==> src/rtl/noc_ni_pkg.sv <==
// Shared types and sizing helpers for the noc_ni network interface.
package noc_ni_pkg;

  localparam int ADDR_W_DEF = 4;
  localparam int DATA_W_DEF = 28;

  typedef struct packed {
    logic [ADDR_W_DEF-1:0] dest;
    logic [DATA_W_DEF-1:0] data;
  } flit_t;

  // Bits needed to hold the values 0..n inclusive.
  function automatic int cred_width(input int n);
    return $clog2(n + 1);
  endfunction

endpackage

==> src/rtl/ni_rx_fifo.sv <==
// Show-ahead FIFO with explicit pointer wrap, so any depth >= 1 works.
module ni_rx_fifo
  import noc_ni_pkg::*;
#(
  parameter int W     = 32,
  parameter int DEPTH = 4
) (
  input  logic                         clk,
  input  logic                         rst,
  input  logic                         push_i,
  input  logic                         pop_i,
  input  logic [W-1:0]                 din_i,
  output logic [W-1:0]                 dout_o,
  output logic                         full_o,
  output logic                         empty_o,
  output logic [cred_width(DEPTH)-1:0] count_o
);

  localparam int PW = (DEPTH > 1) ? $clog2(DEPTH) : 1;
  localparam int NW = cred_width(DEPTH);
  localparam logic [PW-1:0] LAST = PW'(DEPTH - 1);
  localparam logic [NW-1:0] FULL = NW'(DEPTH);

  logic [W-1:0]  mem_q [DEPTH];
  logic [PW-1:0] wr_q, wr_d, rd_q, rd_d;
  logic [NW-1:0] count_q, count_d;
  logic          do_push, do_pop;

  always_comb begin
    do_pop  = pop_i && (count_q != NW'(0));
    do_push = push_i && ((count_q != FULL) || do_pop);
    wr_d    = wr_q;
    rd_d    = rd_q;
    count_d = count_q;
    if (do_push) begin
      wr_d = (wr_q == LAST) ? PW'(0) : wr_q + PW'(1);
    end else begin
      wr_d = wr_q;
    end
    if (do_pop) begin
      rd_d = (rd_q == LAST) ? PW'(0) : rd_q + PW'(1);
    end else begin
      rd_d = rd_q;
    end
    case ({do_push, do_pop})
      2'b10:   count_d = count_q + NW'(1);
      2'b01:   count_d = count_q - NW'(1);
      default: count_d = count_q;
    endcase
  end

  always_ff @(posedge clk or posedge rst) begin
    if (rst) begin
      wr_q    <= '0;
      rd_q    <= '0;
      count_q <= '0;
      for (int i = 0; i < DEPTH; i++) mem_q[i] <= '0;
    end else begin
      wr_q    <= wr_d;
      rd_q    <= rd_d;
      count_q <= count_d;
      if (do_push) mem_q[wr_q] <= din_i;
    end
  end

  assign dout_o  = mem_q[rd_q];
  assign full_o  = (count_q == FULL);
  assign empty_o = (count_q == NW'(0));
  assign count_o = count_q;

endmodule

==> src/rtl/noc_ni.sv <==
// Network interface between a core and a router local port (credit-based TX, FIFO-buffered RX).
// Define NOC_NI_ERR_CHECK_EN to enable the sticky protocol-error flag err_o.
module noc_ni
  import noc_ni_pkg::*;
#(
  parameter int ADDR_W   = ADDR_W_DEF,
  parameter int DATA_W   = DATA_W_DEF,
  parameter int CREDITS  = 4,
  parameter int RX_DEPTH = 4
) (
  input  logic                     clk,
  input  logic                     rst,
  input  logic                     tx_valid_i,
  output logic                     tx_ready_o,
  input  logic [ADDR_W-1:0]        tx_dest_i,
  input  logic [DATA_W-1:0]        tx_data_i,
  output logic [ADDR_W+DATA_W-1:0] local_o,
  output logic                     valid_l_o,
  input  logic                     l_incr_i,
  input  logic [ADDR_W+DATA_W-1:0] local_i,
  input  logic                     valid_l_i,
  output logic                     l_incr_o,
  output logic                     rx_valid_o,
  input  logic                     rx_ready_i,
  output logic [ADDR_W-1:0]        rx_dest_o,
  output logic [DATA_W-1:0]        rx_data_o,
  output logic                     err_o
);

  localparam int FW = ADDR_W + DATA_W;
  localparam int CW = cred_width(CREDITS);
  localparam int NW = cred_width(RX_DEPTH);
  localparam logic [CW-1:0] CRED_MAX = CW'(CREDITS);

  logic [CW-1:0] cred_q, cred_d;
  logic [FW-1:0] local_q, local_d;
  logic          valid_q, valid_d;
  logic          l_incr_q, l_incr_d;
  logic          accept, rx_pop, rx_push, rx_full, rx_empty;
  logic          tx_overflow, rx_overflow;
  logic [FW-1:0] rx_head;
  logic [NW-1:0] rx_count;

  always_comb begin
    accept      = tx_valid_i && (cred_q != CW'(0));
    rx_pop      = !rx_empty && rx_ready_i;
    rx_push     = valid_l_i && (!rx_full || rx_pop);
    tx_overflow = l_incr_i && !accept && (cred_q == CRED_MAX);
    rx_overflow = valid_l_i && rx_full && !rx_pop;
    l_incr_d    = rx_pop;
    valid_d     = accept;
    if (accept) begin
      local_d = {tx_dest_i, tx_data_i};
    end else begin
      local_d = local_q;
    end
    // A credit arriving with the counter already full is dropped (saturation).
    case ({accept, l_incr_i})
      2'b10:   cred_d = cred_q - CW'(1);
      2'b01:   cred_d = (cred_q == CRED_MAX) ? cred_q : cred_q + CW'(1);
      default: cred_d = cred_q;
    endcase
  end

  always_ff @(posedge clk or posedge rst) begin
    if (rst) begin
      cred_q   <= CRED_MAX;
      local_q  <= '0;
      valid_q  <= 1'b0;
      l_incr_q <= 1'b0;
    end else begin
      cred_q   <= cred_d;
      local_q  <= local_d;
      valid_q  <= valid_d;
      l_incr_q <= l_incr_d;
    end
  end

`ifdef NOC_NI_ERR_CHECK_EN
  logic err_q, err_d;

  always_comb begin
    err_d = err_q || tx_overflow || rx_overflow;
  end

  always_ff @(posedge clk or posedge rst) begin
    if (rst) err_q <= 1'b0;
    else     err_q <= err_d;
  end

  assign err_o = err_q;
`else
  logic unused_ovf;
  assign unused_ovf = tx_overflow ^ rx_overflow;
  assign err_o      = 1'b0;
`endif

  ni_rx_fifo #(.W(FW), .DEPTH(RX_DEPTH)) u_rx_fifo (
    .clk    (clk),
    .rst    (rst),
    .push_i (rx_push),
    .pop_i  (rx_pop),
    .din_i  (local_i),
    .dout_o (rx_head),
    .full_o (rx_full),
    .empty_o(rx_empty),
    .count_o(rx_count)
  );

  assign tx_ready_o             = (cred_q != CW'(0));
  assign local_o                = local_q;
  assign valid_l_o              = valid_q;
  assign l_incr_o               = l_incr_q;
  assign rx_valid_o             = (rx_count != NW'(0));
  assign {rx_dest_o, rx_data_o} = rx_head;

endmodule

==> config.mk <==
export PLATFORM = sky130hd
export DESIGN_NAME = noc_ni
export DESIGN_NICKNAME = d
export VERILOG_FILES = /design/src/rtl/noc_ni_pkg.sv /design/src/rtl/ni_rx_fifo.sv /design/src/rtl/noc_ni.sv
export SDC_FILE = /design/constraint.sdc
export NUM_CORES = 1
export LEC_CHECK = 0
export BUFFER_PORTS_ARGS = -buffer_cell sky130_fd_sc_hd__buf_2
export CELL_PAD_IN_SITES_DETAIL_PLACEMENT = 0
export CELL_PAD_IN_SITES_GLOBAL_PLACEMENT = 1
export CORE_MARGIN = 1.5
export CORE_UTILIZATION = 30
export CTS_CLUSTER_DIAMETER = 200
export CTS_CLUSTER_SIZE = 8
export DETAILED_ROUTE_END_ITERATION = 12
export PLACE_DENSITY_LB_ADDON = 0.1
export REMOVE_ABC_BUFFERS = 1
export SYNTH_ARGS = -nofsm -noshare
export SYNTH_HDL_FRONTEND = slang
export SYNTH_SLANG_ARGS = --single-unit
==> constraint.sdc <==
create_clock -name clk -period 14.69 [get_ports clk]
set_clock_uncertainty 0.1 [all_clocks]
set_input_delay 3.6725 -clock clk [delete_from_list [all_inputs] [get_ports clk]]
set_output_delay 3.6725 -clock clk [all_outputs]
set_load 0.05 [all_outputs]
==> metrics.csv, run 1 <==
stage,metric,value,unit
layout,NumNets Final,666,
worst_setup_path,critical path peak fanout,21,
place,HPWL after DPL,10400,um
detailed_routing,vias,4287,
worst_setup_path,slowest CP cell,dfrtp_2,
synthesis,Synth Register Bits,172,
layout,# fillers,2370,
sta,Final Hold Viols,0,
synthesis,synth cell count leaders,"171 x dfrtp_1, 164 x mux2_2, 32 x mux4_2",
clocking,clock sinks,172,
worst_setup_path,critical path arrival,2.37,ns
place,quantity of I/O buffers inserted on ports,137,
clocking,clk root buf,clkbuf_16,
synthesis,post-synth cell types,28,
global_route,GR Overflow Total,0,
synthesis,proportion of synthesized area in mux cells,34.4,%
clocking,Inserted Clock Buffers,17,
clocking,CTS hold repair buffers,0,
worst_setup_path,endpoint class of the critical path,output port,
sta,Worst Slack Setup Final,8.54,ns
synthesis,Post-synth EDFFs,0,
clocking,CTS tree,yes,
synthesis,Synth Area in Adders,1.54,%
synthesis,Most used DFF post-synth,dfrtp_1,
clocking,Clock Latency Late Sink,0.42,ns
clocking,htree depth,4,
global_route,first-pass GRT wire length,26900,um
floorplanning,core area,24400,um^2
synthesis,syn avg cell area,16.6,um^2
detailed_routing,DR pass1 iterations,4,
floorplanning,row count,57,
global_route,initial antenna violation count,2,
synthesis,XOR/XNOR Fraction of Synth Area,0.584,%
global_route,vias in the first global route,4693,
worst_setup_path,worst path required time,10.92,ns
sta,Final Setup Violations,0,
sta,Max-slew headroom,32.7,%
sta,Max Fclk,163,MHz
worst_setup_path,critical path class,flop to output port,
layout,multi-input logic area,2970,um^2
detailed_routing,final wirelength,16500,um
synthesis,Synth Instances,451,
run_status,status,"finished, final reports clean",
synthesis,"top cells by area, synth","dfrtp_1 57%, mux2_2 25%, mux4_2 9.6%",
detailed_routing,DR vias/cell,4.62,
sta,RSZ-0062 raised after global routing,no,
synthesis,post-synthesis async set-or-reset flop share,100,%
min_path,HP Class,flop to flop,
synthesis,largest family of logic cells by synthesized area,multiplexers,
global_route,largest net degree at the start of global routing,98,
floorplanning,die footprint,25900,um^2
clocking,clock transition at the registers of the reported paths,0.07,ns
job,max cap viols,0,
detailed_routing,remaining routing DRC violations,0,
detailed_routing,Post-DRT Antenna Nets,0,
synthesis,Ys Warns,0,
synthesis,Post-Syn Area,7490,um^2
sta,period utilization,41.8,%
clocking,post_cts resized,0,
synthesis,Post-Synth Simple-Gate Area,1.89,%
worst_setup_path,CP peak stage delay,0.64,ns
layout,register area,4310,um^2
sta,minimum clock period,6.15,ns
place,Setup WS pre-CTS,8.84,ns
floorplanning,Initial Util,30.7,%
detailed_routing,Avg WL per Cell,17.9,um
clocking,Max Root-Sink Buffers,2,
sta,Slew @ Worst Pin,1.01,ns
floorplanning,Die H,161,um
detailed_routing,Iter 0 DRT Violations,142,
floorplanning,DIE WIDTH,161,um
place,global placer's final weighted congestion,0.711,
floorplanning,Ports,139,
sta,Total Neg Setup Slack,0,ns
worst_setup_path,"Cell Chain, Critical Path",buf_4 > mux4_2 > buf_2,
clocking,postcts setup bufs,0,
layout,layout cells sized above 1,63.9,%
synthesis,top cell type's share of synthesized area,57.1,%
synthesis,"count leader, synth",dfrtp_1,
global_route,GRT Resource Usage Total,13.5,%
sta,Max Slew Vio Count,0,
synthesis,post-synth top area cell,dfrtp_1,
worst_setup_path,Buf/Inv on CP,2,
synthesis,Synth Area in Compound Gates,0.718,%
layout,synthesis-to-finish area growth,20.9,%
worst_setup_path,CP startpoint kind,flop,
worst_setup_path,CP top delay family,buffers and inverters,
synthesis,part of the Yosys area used for sequential elements,57.4,%
==> worst paths after layout <==
check	endpoint	slack (ns)	from	cells after the start
hold / removal	u_rx_fifo.count_o[2]	0.40	u_rx_fifo.count_o[2]	1
hold reg to reg	u_rx_fifo.count_o[2]	0.40	u_rx_fifo.count_o[2]	1
min in group asynchronous	u_rx_fifo.mem_q[35]	3.30	rst	2
max in group asynchronous	u_rx_fifo.rd_q[1]	9.63	rst	3
setup reg to reg	cred_q[2]	11.86	cred_q[0]	6
setup / recovery	rx_data_o[16]	8.54	u_rx_fifo.rd_q[0]	3
==> layer usage <==
| metal | vias to the layer above | track usage (%) | routed length [um] |
|---|---|---|---|
| met2 | 78 | 22.1 | 8320 |
| met5 | - | 0 | 0 |
| met4 | 0 | 4.46 | 255 |
| met3 | 20 | 4.03 | 780 |
| li1 | 1925 | - | - |
| met1 | 2264 | 17.3 | 7190 |
==> stage by stage <==
stage	cells	hold slack, ns	area (um^2)	utilization [%]
global route	926	0.417	9060	37.1
floorplan	425	0.356	7270	-
detailed placement	893	0.388	8450	34.7
finish	927	0.395	9060	37.1
global placement	893	0.383	8450	34.7
CTS	925	0.406	9050	37.1
==> state kept, by name, summed over array words and instances (netlist names) <==
register and flops:
u_rx_fifo.rd_q 2, cred_q 3, valid_l_o 1, u_rx_fifo.mem_q 128, local_o 32, l_incr_o 1
u_rx_fifo.count_o 3, u_rx_fifo.wr_q 2
==> final cells by class <==
cell class              instances  area share [%]
clock inverters                14            1.80
well taps                     324            4.48
inverters                       8           0.387
flip-flops and latches        172            47.6
multi-input cells             245            32.7
repair buffers                144            8.15
diodes                          2          0.0552
clock buffers                  18            4.85
==> cell families (layout without fill, tap and decap cells) <==
logic type	after synthesis	in the layout
xor gates and xnor gates	5	5
adders and majority gates	8	8
other	1	3
buffers and inverters	34	184
muxes	197	197
AOI/OAI and AO/OA	7	7
DFF	172	172
and+or+nand+nor	27	27
==> cells in the final DEF, fill, tap and decap left out, types with 2 or more instances in the layout <==
cell and instances:
fa_1 2, o221ai_1 2, clkbuf_16 17, ha_1 6
clkinv_2 2, mux4_2 32, inv_1 7, buf_2 137
nor2_1 4, nor2_4 4, inv_6 4, o21ai_0 2
nand2_1 9, nand3_1 2, xnor2_1 2, xor2_1 3
or3_1 2, diode_2 2, or2_2 2, bufinv_16 2
clkinvlp_4 2, nand2b_1 2, dfrtp_2 2, buf_4 7
dfrtp_1 169, mux2_2 164, clkinv_4 4
Power of run 1 is not shown: default switching activity piles up to over one toggle a cycle in this logic, so the estimate is an artifact.
==> run 2, diff against run 1 <==
==> constraint.sdc (replaced) <==
create_clock -name clk -period 5.1 [get_ports clk]
set_clock_uncertainty 0.1 [all_clocks]
set_input_delay 1.275 -clock clk [delete_from_list [all_inputs] [get_ports clk]]
set_output_delay 1.275 -clock clk [all_outputs]
set_load 0.05 [all_outputs]
==> run 2 against run 1 <==
  * Final area decreased by 0.36%
  * Global-route usage up 0.22 points
  * Clock-buffer cell count is the same
  * Die area unchanged
  * Sequential share of layout area increased by 0.17 points
  * Core utilization decreased by 0.13 points
  * Flip-flop and latch count unchanged
  * Register-to-register slack worse by 9.5 ns
  * Hold slack improved by 0.0057 ns
  * Via count is 0.56% higher
  * Non-clock buffer count rose by 2
==> metrics.csv, run 2 (synthesis gave the netlist of run 1 again) <==
stage,metric,value,unit,change
worst_setup_path,critical path arrival,2.39,ns,+0.02 ns
sta,Max Slew Vio Count,0,,unchanged
worst_setup_path,R2R Path Start,cred_q[0],,
floorplanning,Ports,139,,unchanged
layout,"Most flops, register",u_rx_fifo.mem_q,,
run_status,status,"finished, final reports clean",,
min_path,HP Class,flop to flop,,
worst_setup_path,CP startpoint kind,flop,,
worst_setup_path,Buf/Inv on CP,2,,unchanged
detailed_routing,Iter 0 DRT Violations,135,,-4.9%
clocking,htree depth,4,,unchanged
sta,minimum clock period,3.77,ns,
worst_setup_path,slowest CP cell,dfrtp_2,,
place,HPWL after DPL,10800,um,+3.4%
global_route,GR Overflow Total,0,,unchanged
worst_setup_path,CP top delay family,flip-flops,,
clocking,Inserted Clock Buffers,17,,unchanged
detailed_routing,DR vias/cell,4.65,,+0.56%
worst_setup_path,Crit. Startpoint,u_rx_fifo.rd_q[1],,
global_route,GRT Resource Usage Total,13.8,%,+0.22 points
floorplanning,core area,24400,um^2,unchanged
clocking,clock transition at the registers of the reported paths,0.07,ns,about the same
worst_setup_path,critical path class,flop to output port,,
worst_setup_path,worst path required time,3.72,ns,-7.20 ns
detailed_routing,Avg WL per Cell,18.1,um,+1.6%
clocking,clk root buf,clkbuf_16,,
place,quantity of I/O buffers inserted on ports,137,,unchanged
sta,RSZ-0062 raised after global routing,no,,
worst_setup_path,critical path endpoint,rx_data_o[0],,
worst_setup_path,R2R Setup Slk,2.32,ns,-9.54 ns
worst_setup_path,RR Endpoint,cred_q[2],,
place,global placer's final weighted congestion,0.708,,-0.39%
clocking,Clock Latency Late Sink,0.42,ns,about the same
sta,Final Hold Viols,0,,unchanged
job,max cap viols,0,,unchanged
clocking,Max Root-Sink Buffers,2,,unchanged
worst_setup_path,critical path peak fanout,18,,-14%
layout,layout cells sized above 1,63.9,%,unchanged
layout,synthesis-to-finish area growth,20.4,%,
floorplanning,row count,57,,unchanged
worst_setup_path,"Cell Chain, Critical Path",buf_4 > mux4_2 > buf_2,,
sta,period utilization,73.9,%,
clocking,postcts setup bufs,0,,unchanged
clocking,CTS tree,yes,,
layout,Largest register FFs,128,,unchanged
floorplanning,DIE WIDTH,161,um,unchanged
layout,"commonest cells after routing, fill and taps aside","169 x dfrtp_1, 164 x mux2_2, 137 x buf_2, 32 x mux4_2, 17 x clkbuf_16",,
sta,Max Fclk,265,MHz,
worst_setup_path,endpoint class of the critical path,output port,,
floorplanning,Die H,161,um,unchanged
worst_setup_path,CP peak stage delay,0.74,ns,+0.10 ns
floorplanning,Initial Util,30.7,%,unchanged
detailed_routing,remaining routing DRC violations,0,,unchanged
clocking,CTS hold repair buffers,0,,unchanged
sta,Slew @ Worst Pin,1.08,ns,+0.0689 ns
detailed_routing,vias,4311,,+0.56%
floorplanning,die footprint,25900,um^2,unchanged
layout,NumNets Final,668,,+0.30%
global_route,vias in the first global route,4736,,+0.92%
clocking,post_cts resized,0,,unchanged
global_route,initial antenna violation count,1,,-1
sta,Final Setup Violations,0,,unchanged
detailed_routing,Post-DRT Antenna Nets,0,,unchanged
detailed_routing,DR pass1 iterations,4,,unchanged
clocking,clock sinks,172,,unchanged
sta,Max-slew headroom,28.1,%,-4.6 points
worst_setup_path,Crit path depth,3,,unchanged
layout,"leading cell type in the layout, fill and taps excluded",dfrtp_1,,
detailed_routing,final wirelength,16800,um,+1.6%
global_route,first-pass GRT wire length,27200,um,+0.90%
worst_setup_path,Worst Reg-to-Reg Cells,6,,unchanged
layout,"Core Util, Final",37.0,%,-0.13 points
global_route,largest net degree at the start of global routing,116,,+18%
[run 2: cell types whose count changed in the layout (fill, tap and decap cells not counted)]
| cell | delta |
|---|---|
| buf_4 | +2 |
| clkinv_4 | -2 |
| bufinv_16 | -1 |
| clkinv_8 | -1 |
| clkinvlp_4 | +1 |
| inv_6 | +1 |
[run 2: layout make-up]
cell class	instances	area [um^2]
Clock inverter	12	115
Sequential cell	172	4310
Antenna cell	2	5.00
Inverter	8	35.0
Timing Repair Buffer	146	753
Tap cell	324	405
Multi-Input combinational cell	245	2970
Clock buffer	18	439
Fill cell	2381	15400
[run 2: worst min-delay path by stage]
stage,cells after the start,from,to,slack [ns]
after floorplan,1,u_rx_fifo.count_o[2],u_rx_fifo.count_o[2],0.36
after CTS,1,local_o[20],local_o[20],0.40
final,1,local_o[14],local_o[14],0.40
after global placement,1,u_rx_fifo.mem_q[6],u_rx_fifo.mem_q[6],0.38
after detailed placement,1,local_o[20],local_o[20],0.39
after global routing,1,local_o[20],local_o[20],0.41
[run 2: stage by stage]
step                      setup TNS, ns  setup slack, ns  std cells  hold slack (ns)  instance area (um^2)
after global routing                  0             1.19        925            0.411                  9020
after CTS                             0             1.25        925            0.404                  9020
after detailed placement              0             1.60        895            0.388                  8470
final                                 0             1.33        927            0.401                  9030
after global placement                0             1.69        895            0.384                  8470
after floorplan                 -159.63           -0.933        425            0.356                  7270
[run 2: routing by layer]
metal	GRT usage, %	share of wire [%]	vias up
met5	0	0	-
met4	3.96	1.2	0
met3	3.70	4.2	12
met2	23.3	51	70
met1	17.3	43	2299
li1	-	-	1930
Power of run 2 is left out for the same reason.
